==> config.mk <==
export PLATFORM = sky130hd
export DESIGN_NAME = pulse_bram_reader_flat
export DESIGN_NICKNAME = d
export VERILOG_FILES = /design/src/rtl/pulse_pkg.sv /design/src/rtl/pulse_bram_reader_if.sv /design/src/rtl/pulse_sat_acc.sv /design/src/rtl/pulse_bram_reader.sv /design/src/flat_wrapper.sv
export SDC_FILE = /design/constraint.sdc
export NUM_CORES = 1
export LEC_CHECK = 0
export ABC_AREA = 1
export CAP_MARGIN = 10
export CORE_ASPECT_RATIO = 0.8
export CORE_MARGIN = 5
export CORE_UTILIZATION = 53
export CTS_CLUSTER_SIZE = 40
export DETAILED_ROUTE_END_ITERATION = 16
export GPL_TIMING_DRIVEN = 0
export HOLD_SLACK_MARGIN = 0.03
export PLACE_DENSITY = 0.88
export SETUP_SLACK_MARGIN = 0.02
export SYNTH_ARGS = -nofsm -noshare
export SYNTH_HDL_FRONTEND = slang
export SYNTH_SLANG_ARGS = --single-unit
==> constraint.sdc <==
create_clock -name clk -period 4.6 [get_ports clk]
set_input_delay 1.15 -clock clk [delete_from_list [all_inputs] [get_ports clk]]
set_output_delay 1.15 -clock clk [all_outputs]
set_load 0.01 [all_outputs]
==> src/rtl/pulse_pkg.sv <==
// Shared definitions for the pulse datapath: word width, BRAM address step,
// the reader FSM state encoding and a saturating adder.
package pulse_pkg;

  localparam int          WORD_W    = 32;
  localparam logic [31:0] ADDR_STEP = 32'd4;

  typedef enum logic [2:0] {
    S_IDLE,
    S_RD,
    S_WAIT,
    S_CAP,
    S_OUT,
    S_CLR,
    S_DONE
  } reader_state_e;

  // Unsigned add that clamps to all-ones instead of wrapping.
  function automatic logic [WORD_W-1:0] satAdd(input logic [WORD_W-1:0] a,
                                               input logic [WORD_W-1:0] b);
    logic [WORD_W:0] sum;
    sum = {1'b0, a} + {1'b0, b};
    return sum[WORD_W] ? {WORD_W{1'b1}} : sum[WORD_W-1:0];
  endfunction

endpackage

==> src/rtl/pulse_bram_reader_if.sv <==
// Bundles the pulse BRAM port and the outgoing valid/ready word stream.
// The master side is the reader; the slave side is the BRAM plus consumer.
interface pulse_bram_reader_if #(
  parameter int DATA_W = pulse_pkg::WORD_W
) ();
  import pulse_pkg::*;

  logic [31:0]       bram_addr;
  logic [WORD_W-1:0] bram_data_in;
  logic              bram_we;
  logic              bram_ena;
  logic [WORD_W-1:0] bram_data_out;

  logic [DATA_W-1:0] m_data;
  logic [31:0]       m_index;
  logic              m_valid;
  logic              m_ready;
  logic              m_last;

  modport master (
    output bram_addr, bram_data_in, bram_we, bram_ena,
    output m_data, m_index, m_valid, m_last,
    input  bram_data_out, m_ready
  );

  modport slave (
    input  bram_addr, bram_data_in, bram_we, bram_ena,
    input  m_data, m_index, m_valid, m_last,
    output bram_data_out, m_ready
  );

endinterface

==> src/rtl/pulse_sat_acc.sv <==
// 32-bit accumulator that clamps at all-ones; clear wins over enable.
module pulse_sat_acc
  import pulse_pkg::*;
(
  input  logic              clk,
  input  logic              rst_n,
  input  logic              clear_i,
  input  logic              en_i,
  input  logic [WORD_W-1:0] data_i,
  output logic [WORD_W-1:0] acc_o
);

  logic [WORD_W-1:0] acc_q;

  // Running total: cleared at sweep start, bumped once per captured word.
  always_ff @(posedge clk or negedge rst_n) begin
    if (!rst_n) begin
      acc_q <= '0;
    end else if (clear_i) begin
      acc_q <= '0;
    end else if (en_i) begin
      acc_q <= satAdd(acc_q, data_i);
    end
  end

  assign acc_o = acc_q;

endmodule

==> src/rtl/pulse_bram_reader.sv <==
// Drains the pulse BRAM after a generation run: reads word 0..DEPTH-1,
// streams each on valid/ready, optionally zeroes it, and keeps a
// saturating total of everything read.
module pulse_bram_reader
  import pulse_pkg::*;
#(
  parameter int DEPTH = 1024
) (
  input  logic                       clk,
  input  logic                       rst_n,
  input  logic                       start_i,
  input  logic                       clear_on_read_i,
  input  logic                       abort_i,
  output logic                       busy_o,
  output logic                       done_o,
  output logic [WORD_W-1:0]          total_o,
  pulse_bram_reader_if.master        bus
);

  localparam int IDX_W = (DEPTH > 1) ? $clog2(DEPTH) : 1;

  reader_state_e     state_q, state_d;
  logic [IDX_W-1:0]  idx_q, idx_d;
  logic              clearOnRead_q, clearOnRead_d;
  logic              busy_q, busy_d;
  logic              mValid_q, mValid_d;
  logic [WORD_W-1:0] mData_q, mData_d;
  logic [31:0]       mIndex_q, mIndex_d;
  logic              mLast_q, mLast_d;

  logic              accClear;
  logic              accEn;
  logic              bramEna;
  logic              bramWe;
  logic              idxLast;

  assign idxLast = (idx_q == IDX_W'(DEPTH - 1));

  // State, index and stream registers; everything returns to zero on reset.
  always_ff @(posedge clk or negedge rst_n) begin
    if (!rst_n) begin
      state_q       <= S_IDLE;
      idx_q         <= '0;
      clearOnRead_q <= 1'b0;
      busy_q        <= 1'b0;
      mValid_q      <= 1'b0;
      mData_q       <= '0;
      mIndex_q      <= '0;
      mLast_q       <= 1'b0;
    end else begin
      state_q       <= state_d;
      idx_q         <= idx_d;
      clearOnRead_q <= clearOnRead_d;
      busy_q        <= busy_d;
      mValid_q      <= mValid_d;
      mData_q       <= mData_d;
      mIndex_q      <= mIndex_d;
      mLast_q       <= mLast_d;
    end
  end

  // Sweep sequencing; abort overrides every transition and also suppresses
  // the BRAM write of a CLR cycle in the same cycle it is raised.
  always_comb begin
    state_d       = state_q;
    idx_d         = idx_q;
    clearOnRead_d = clearOnRead_q;
    busy_d        = busy_q;
    mValid_d      = mValid_q;
    mData_d       = mData_q;
    mIndex_d      = mIndex_q;
    mLast_d       = mLast_q;
    accClear      = 1'b0;
    accEn         = 1'b0;
    bramEna       = 1'b0;
    bramWe        = 1'b0;

    if (state_q != S_IDLE && abort_i) begin
      state_d  = S_IDLE;
      busy_d   = 1'b0;
      mValid_d = 1'b0;
    end else begin
      unique case (state_q)
        S_IDLE: begin
          if (start_i) begin
            clearOnRead_d = clear_on_read_i;
            idx_d         = '0;
            accClear      = 1'b1;
            busy_d        = 1'b1;
            state_d       = S_RD;
          end
        end
        S_RD: begin
          bramEna = 1'b1;
          state_d = S_WAIT;
        end
        S_WAIT: begin
          state_d = S_CAP;
        end
        S_CAP: begin
          mData_d  = bus.bram_data_out;
          mIndex_d = 32'(idx_q);
          mLast_d  = idxLast;
          mValid_d = 1'b1;
          accEn    = 1'b1;
          state_d  = S_OUT;
        end
        S_OUT: begin
          if (bus.m_ready) begin
            mValid_d = 1'b0;
            if (clearOnRead_q) begin
              state_d = S_CLR;
            end else if (idxLast) begin
              state_d = S_DONE;
            end else begin
              idx_d   = idx_q + IDX_W'(1);
              state_d = S_RD;
            end
          end
        end
        S_CLR: begin
          bramEna = 1'b1;
          bramWe  = 1'b1;
          if (idxLast) begin
            state_d = S_DONE;
          end else begin
            idx_d   = idx_q + IDX_W'(1);
            state_d = S_RD;
          end
        end
        S_DONE: begin
          busy_d  = 1'b0;
          state_d = S_IDLE;
        end
        default: begin
          state_d = S_IDLE;
        end
      endcase
    end
  end

  pulse_sat_acc u_acc (
    .clk     (clk),
    .rst_n   (rst_n),
    .clear_i (accClear),
    .en_i    (accEn),
    .data_i  (bus.bram_data_out),
    .acc_o   (total_o)
  );

  assign busy_o = busy_q;
  assign done_o = (state_q == S_DONE);

  assign bus.bram_addr    = 32'(idx_q) * ADDR_STEP;
  assign bus.bram_data_in = '0;
  assign bus.bram_ena     = bramEna;
  assign bus.bram_we      = bramWe;
  assign bus.m_data       = mData_q;
  assign bus.m_index      = mIndex_q;
  assign bus.m_valid      = mValid_q;
  assign bus.m_last       = mLast_q;

endmodule
==> src/flat_wrapper.sv <==
// flat-port wrapper written by rule: the top's interface ports become plain ports
module pulse_bram_reader_flat import pulse_pkg::*;
#(
  parameter int DEPTH = 1024
)
  (clk, rst_n, start_i, clear_on_read_i, abort_i, busy_o, done_o, total_o, bus_bram_addr, bus_bram_data_in, bus_bram_we, bus_bram_ena, bus_m_data, bus_m_index, bus_m_valid, bus_m_last, bus_bram_data_out, bus_m_ready);
  pulse_bram_reader_if bus_i ();
  input  logic clk;
  input  logic rst_n;
  input  logic start_i;
  input  logic clear_on_read_i;
  input  logic abort_i;
  output logic busy_o;
  output logic done_o;
  output logic [WORD_W-1:0] total_o;
  output wire logic [$bits(bus_i.bram_addr)-1:0] bus_bram_addr;
  output wire logic [$bits(bus_i.bram_data_in)-1:0] bus_bram_data_in;
  output wire logic [$bits(bus_i.bram_we)-1:0] bus_bram_we;
  output wire logic [$bits(bus_i.bram_ena)-1:0] bus_bram_ena;
  output wire logic [$bits(bus_i.m_data)-1:0] bus_m_data;
  output wire logic [$bits(bus_i.m_index)-1:0] bus_m_index;
  output wire logic [$bits(bus_i.m_valid)-1:0] bus_m_valid;
  output wire logic [$bits(bus_i.m_last)-1:0] bus_m_last;
  input wire logic [$bits(bus_i.bram_data_out)-1:0] bus_bram_data_out;
  input wire logic [$bits(bus_i.m_ready)-1:0] bus_m_ready;
  assign bus_bram_addr = bus_i.bram_addr;
  assign bus_bram_data_in = bus_i.bram_data_in;
  assign bus_bram_we = bus_i.bram_we;
  assign bus_bram_ena = bus_i.bram_ena;
  assign bus_m_data = bus_i.m_data;
  assign bus_m_index = bus_i.m_index;
  assign bus_m_valid = bus_i.m_valid;
  assign bus_m_last = bus_i.m_last;
  assign bus_i.bram_data_out = bus_bram_data_out;
  assign bus_i.m_ready = bus_m_ready;
  pulse_bram_reader #(.DEPTH(DEPTH)) u_core (.clk(clk), .rst_n(rst_n), .start_i(start_i), .clear_on_read_i(clear_on_read_i), .abort_i(abort_i), .busy_o(busy_o), .done_o(done_o), .total_o(total_o), .bus(bus_i));
endmodule
==> metrics.md <==
| Metric | Value |
|---|---|
| Worst reg2reg setup slack | `between 1.5 and 2 ns` |
| DRC violations left | `0` |
| Crit Path Class | `in2reg` |
| Largest cells by area after synthesis | `dfrtp_1, nand2_1, buf_4, inv_1, ha_1` |
| Most frequent cell after synthesis | `nand2_1` |
| WHS Path Cells | `2` |
| Clock H-tree levels | `3` |
| Total setup buffers inserted after CTS | `0` |
| Largest family of logic cells by synthesized area | `simple AND/OR/NAND/NOR gates` |
| Worst-path fanout max | `10` |
| Final hold violation count | `0` |
| CTS tree | `yes` |
| Clock buffer depth | `2` |
| Most frequent CP cell | `nand2_1` |
| GRT Total Usage | `24.2%` |
| Clk slew on worst S/H paths | `~0.070 ns` |
| Final HPWL DP | `between 15000 and 20000 um` |
| Vias per cell | `about 4.8` |
| Antenna-violating nets left | `0` |
| XOR/XNOR share of the synthesized area | `under 10%` |
| Pwr Total | `a little over 5 mW` |
| Hold WS | `0.471 ns` |
| RePlAce Congestion | `around 1.0` |
| Area leader, netlist | `dfrtp_1` |
| Endpoint class of the critical path | `flip-flop` |
| Post-Synthesis Cells | `~1100` |
| Mapped cell area | `around 7000 um^2` |
| Vias post-DR | `a little under 7000` |
| Peak VDD IR | `between 0.0002 and 0.0003 V` |
| Final Util | `between 60 and 70%` |
| Filler cells | `1160` |
| Worst slew pin tran | `~0.58 ns` |
| Cell family with most CP delay | `simple AND/OR/NAND/NOR gates` |
| Ys flop type | `dfrtp_1` |
| R2r endpoint | `u_core.u_acc.acc_o[17]$_DFFE_PN0P_` |
| Status | `complete, no violations` |
| Number of global-route vias before repair | `~6400` |
| Port bufs | `between 100 and 150` |
| Worst hold path class | `reg2reg` |
| Netlist cell types | `40` |
| Slew margin rel. | `about three fifths` |
| Most instantiated cells after synthesis | `nand2_1, inv_1, dfrtp_1` |
| Worst slack, placed | `0.795 ns` |
| Reg2reg path depth | `13` |
| Max-cap violation count | `0` |
| Bufs and invs on worst path | `2` |
| Initial DRT Pass Iterations | `5` |
| # placed instances | `around 1400` |
| Row Count | `38` |
| Synth Register Bits | `91` |
| CP startpoint | `bus_bram_data_out[0]` |
| CP Launch Type | `input port` |
| Async SR Flop Fraction | `100%` |
| CTS Sinks | `a little over 90` |
| CP peak stage delay | `~0.47 ns` |
| Antenna violations before repair | `0` |
| Largest net degree at the start of global routing | `58` |
| Finished Layout Cells | `~1500` |
| Core area | `13400 um^2` |
| Die Y | `114 um` |
| Post-synth EDFFs | `0` |
| Fin Clk Skew | `a little under 0.008 ns` |
| Share of layout cells above drive strength 1 | `about 14%` |
| WP data arrival | `between 3 and 4 ns` |
| Setup tns final | `0 ns` |
| Placed cell areas | `approximately 9000 um^2` |
| Cts bufs inserted | `9` |
| Pleak | `around 5.3 nW` |
| Crit path to | `u_core.u_acc.acc_o[17]$_DFFE_PN0P_` |
| Number of DRC markers in iteration 0 | `556` |
| Critical Path RT | `4.83 ns` |
| Post-CTS sizing | `0` |
| Mux cell area share after synthesis | `less than 1%` |
| Setup violators final | `0` |
| First-pass GRT wire length | `~31000 um` |
| Cell Pwr Density | `542 nW/um^2` |
| Die width | `roughly 140 um` |
| Worst r2r src | `u_core.u_acc.acc_o[0]$_DFFE_PN0P_` |
| Adder-cell share of the synthesized area | `under 10%` |
| Critical path cell sequence | `clkdlybuf4s50_1, ha_1, fa_1, nand3_1, nand3_2, nand2_1, nand2_2, nand2_1, nand2_2, a21oi_4, buf_6, nand3_2, nand2_1, nand2_1` |
| Gr ovfl total | `0` |
| Maximum clock rate | `~290 MHz` |
| Worst-Skew Late Latency | `roughly 0.35 ns` |
| CTS root buf | `clkbuf_16` |
| Area Growth Syn to Fin | `29.8%` |
| Die footprint | `15900 um^2` |
| Levels on crit path | `14` |
| Final Max Slew Viols | `0` |
| Period utilisation layout | `76.2%` |
| Starting density of the core | `a little over half` |
| Routed WL | `19400 um` |
| Antenna Cells | `0` |
| Tmin final | `roughly 3.5 ns` |
| Final Cell Area | `between 9000 and 10000 um^2` |
| Slowest-stage cell, CP | `clkdlybuf4s50_1` |
| Hold-fix buffers at CTS | `0` |
| Yosys top cell area share | `31.9%` |
| WL/cell | `13.4 um` |
| RSZ-0062 raised after global routing | `no` |
| IO Pins | `a little over 200` |
| Final WS setup | `between 1 and 1.5 ns` |
| YS warnings | `0` |
| Sequential share of the synthesized area | `approximately a third` |
| Post-synthesis simple-gate area fraction | `between 30% and 40%` |
| Post-synthesis compound-gate area fraction | `just under 6%` |
| Nets | `1339` |
| Synthesized area per cell | `6.79 um^2` |
==> worst register-to-register path: stages (launching register included) <==
cell and delay (ns):
dfrtp_1 0.41, ha_1 0.25, fa_1 0.47, nand3_1 0.13, nand3_2 0.10, nand2_1 0.09
nand2_2 0.08, nand2_1 0.08, nand2_2 0.12, a21oi_4 0.30, buf_6 0.24, nand3_2 0.08
nand2_1 0.08, nand2_1 0.07
==> how the worst min path moves through the flow <==
stage	startpoint	end	slack (ns)
2_1_floorplan	u_core.busy_o$_DFFE_PN0P_	u_core.busy_o$_DFFE_PN0P_	0.51
3_3_place_gp	u_core.bus.m_data[14]$_DFFE_PN0P_	u_core.bus.m_data[14]$_DFFE_PN0P_	0.45
3_5_place_dp	u_core.bus.m_data[21]$_DFFE_PN0P_	u_core.bus.m_data[21]$_DFFE_PN0P_	0.46
4_1_cts	u_core.bus.m_data[21]$_DFFE_PN0P_	u_core.bus.m_data[21]$_DFFE_PN0P_	0.47
5_1_grt	u_core.bus.m_data[16]$_DFFE_PN0P_	u_core.bus.m_data[16]$_DFFE_PN0P_	0.50
6_report	u_core.bus.m_data[31]$_DFFE_PN0P_	u_core.bus.m_data[31]$_DFFE_PN0P_	0.47
==> logic make-up (layout without fill, tap and decap cells) <==
logic type,Yosys count,in the layout
AND/OR/NAND/NOR,596,596
buffers and inverters,244,388
flip-flops,91,91
AO/OA/AOI/OAI,66,66
adder cells (fa/ha/maj),34,34
XOR/XNOR,20,20
other,1,76
multiplexers,1,1
==> placed cells by master, fill, tap and decap left out, types with 7 or more instances in the layout <==
master / instances
clkdlybuf4s50_1: 126
clkbuf_16: 9
o21ai_0: 23
nor3_1: 9
inv_1: 139
nand2_1: 435
xor2_1: 20
nand2_2: 13
ha_1: 33
nand3_2: 15
inv_2: 8
buf_4: 79
dfrtp_1: 91
nor2_2: 7
o21ai_2: 17
nor2_1: 42
nand4_1: 8
conb_1: 76
nand3_1: 49
buf_2: 8
a21oi_1: 20
==> registers in the layout (all words and copies together), names as in the netlist <==
name and cells:
u_core.idx_q 10, u_core.busy_o 1, u_core.state_q 3, u_core.bus.m_index 10, u_core.u_acc.acc_o 32, u_core.clearOnRead_q 1, u_core.bus.m_valid 1, u_core.bus.m_last 1
u_core.bus.m_data 32
==> where the power goes <==
| part | internal (mW) | switching, mW | leakage, nW |
|---|---|---|---|
| logic | 1.24 | 1.63 | 3.92 |
| registers | 1.12 | 0.227 | 1.20 |
| clock network | 0.486 | 0.339 | 0.159 |
==> routing by layer <==
metal  GRT usage, %  routed length, um
met5              0                  0
met4           5.42                274
met3           5.36               1810
met2           37.3               8540
met1           35.2               8780
==> final cells by class <==
type,count,area [um^2],share of cell area (%)
inverters,149,562,6.05
well taps,180,225,2.43
multi-input cells,793,3890,41.9
repair buffers,128,1300,14.0
clock inverters,7,105,1.13
plain buffers,95,699,7.54
flip-flops and latches,91,2280,24.5
clock buffers,9,225,2.43
Power figures use the tool's default switching activity.
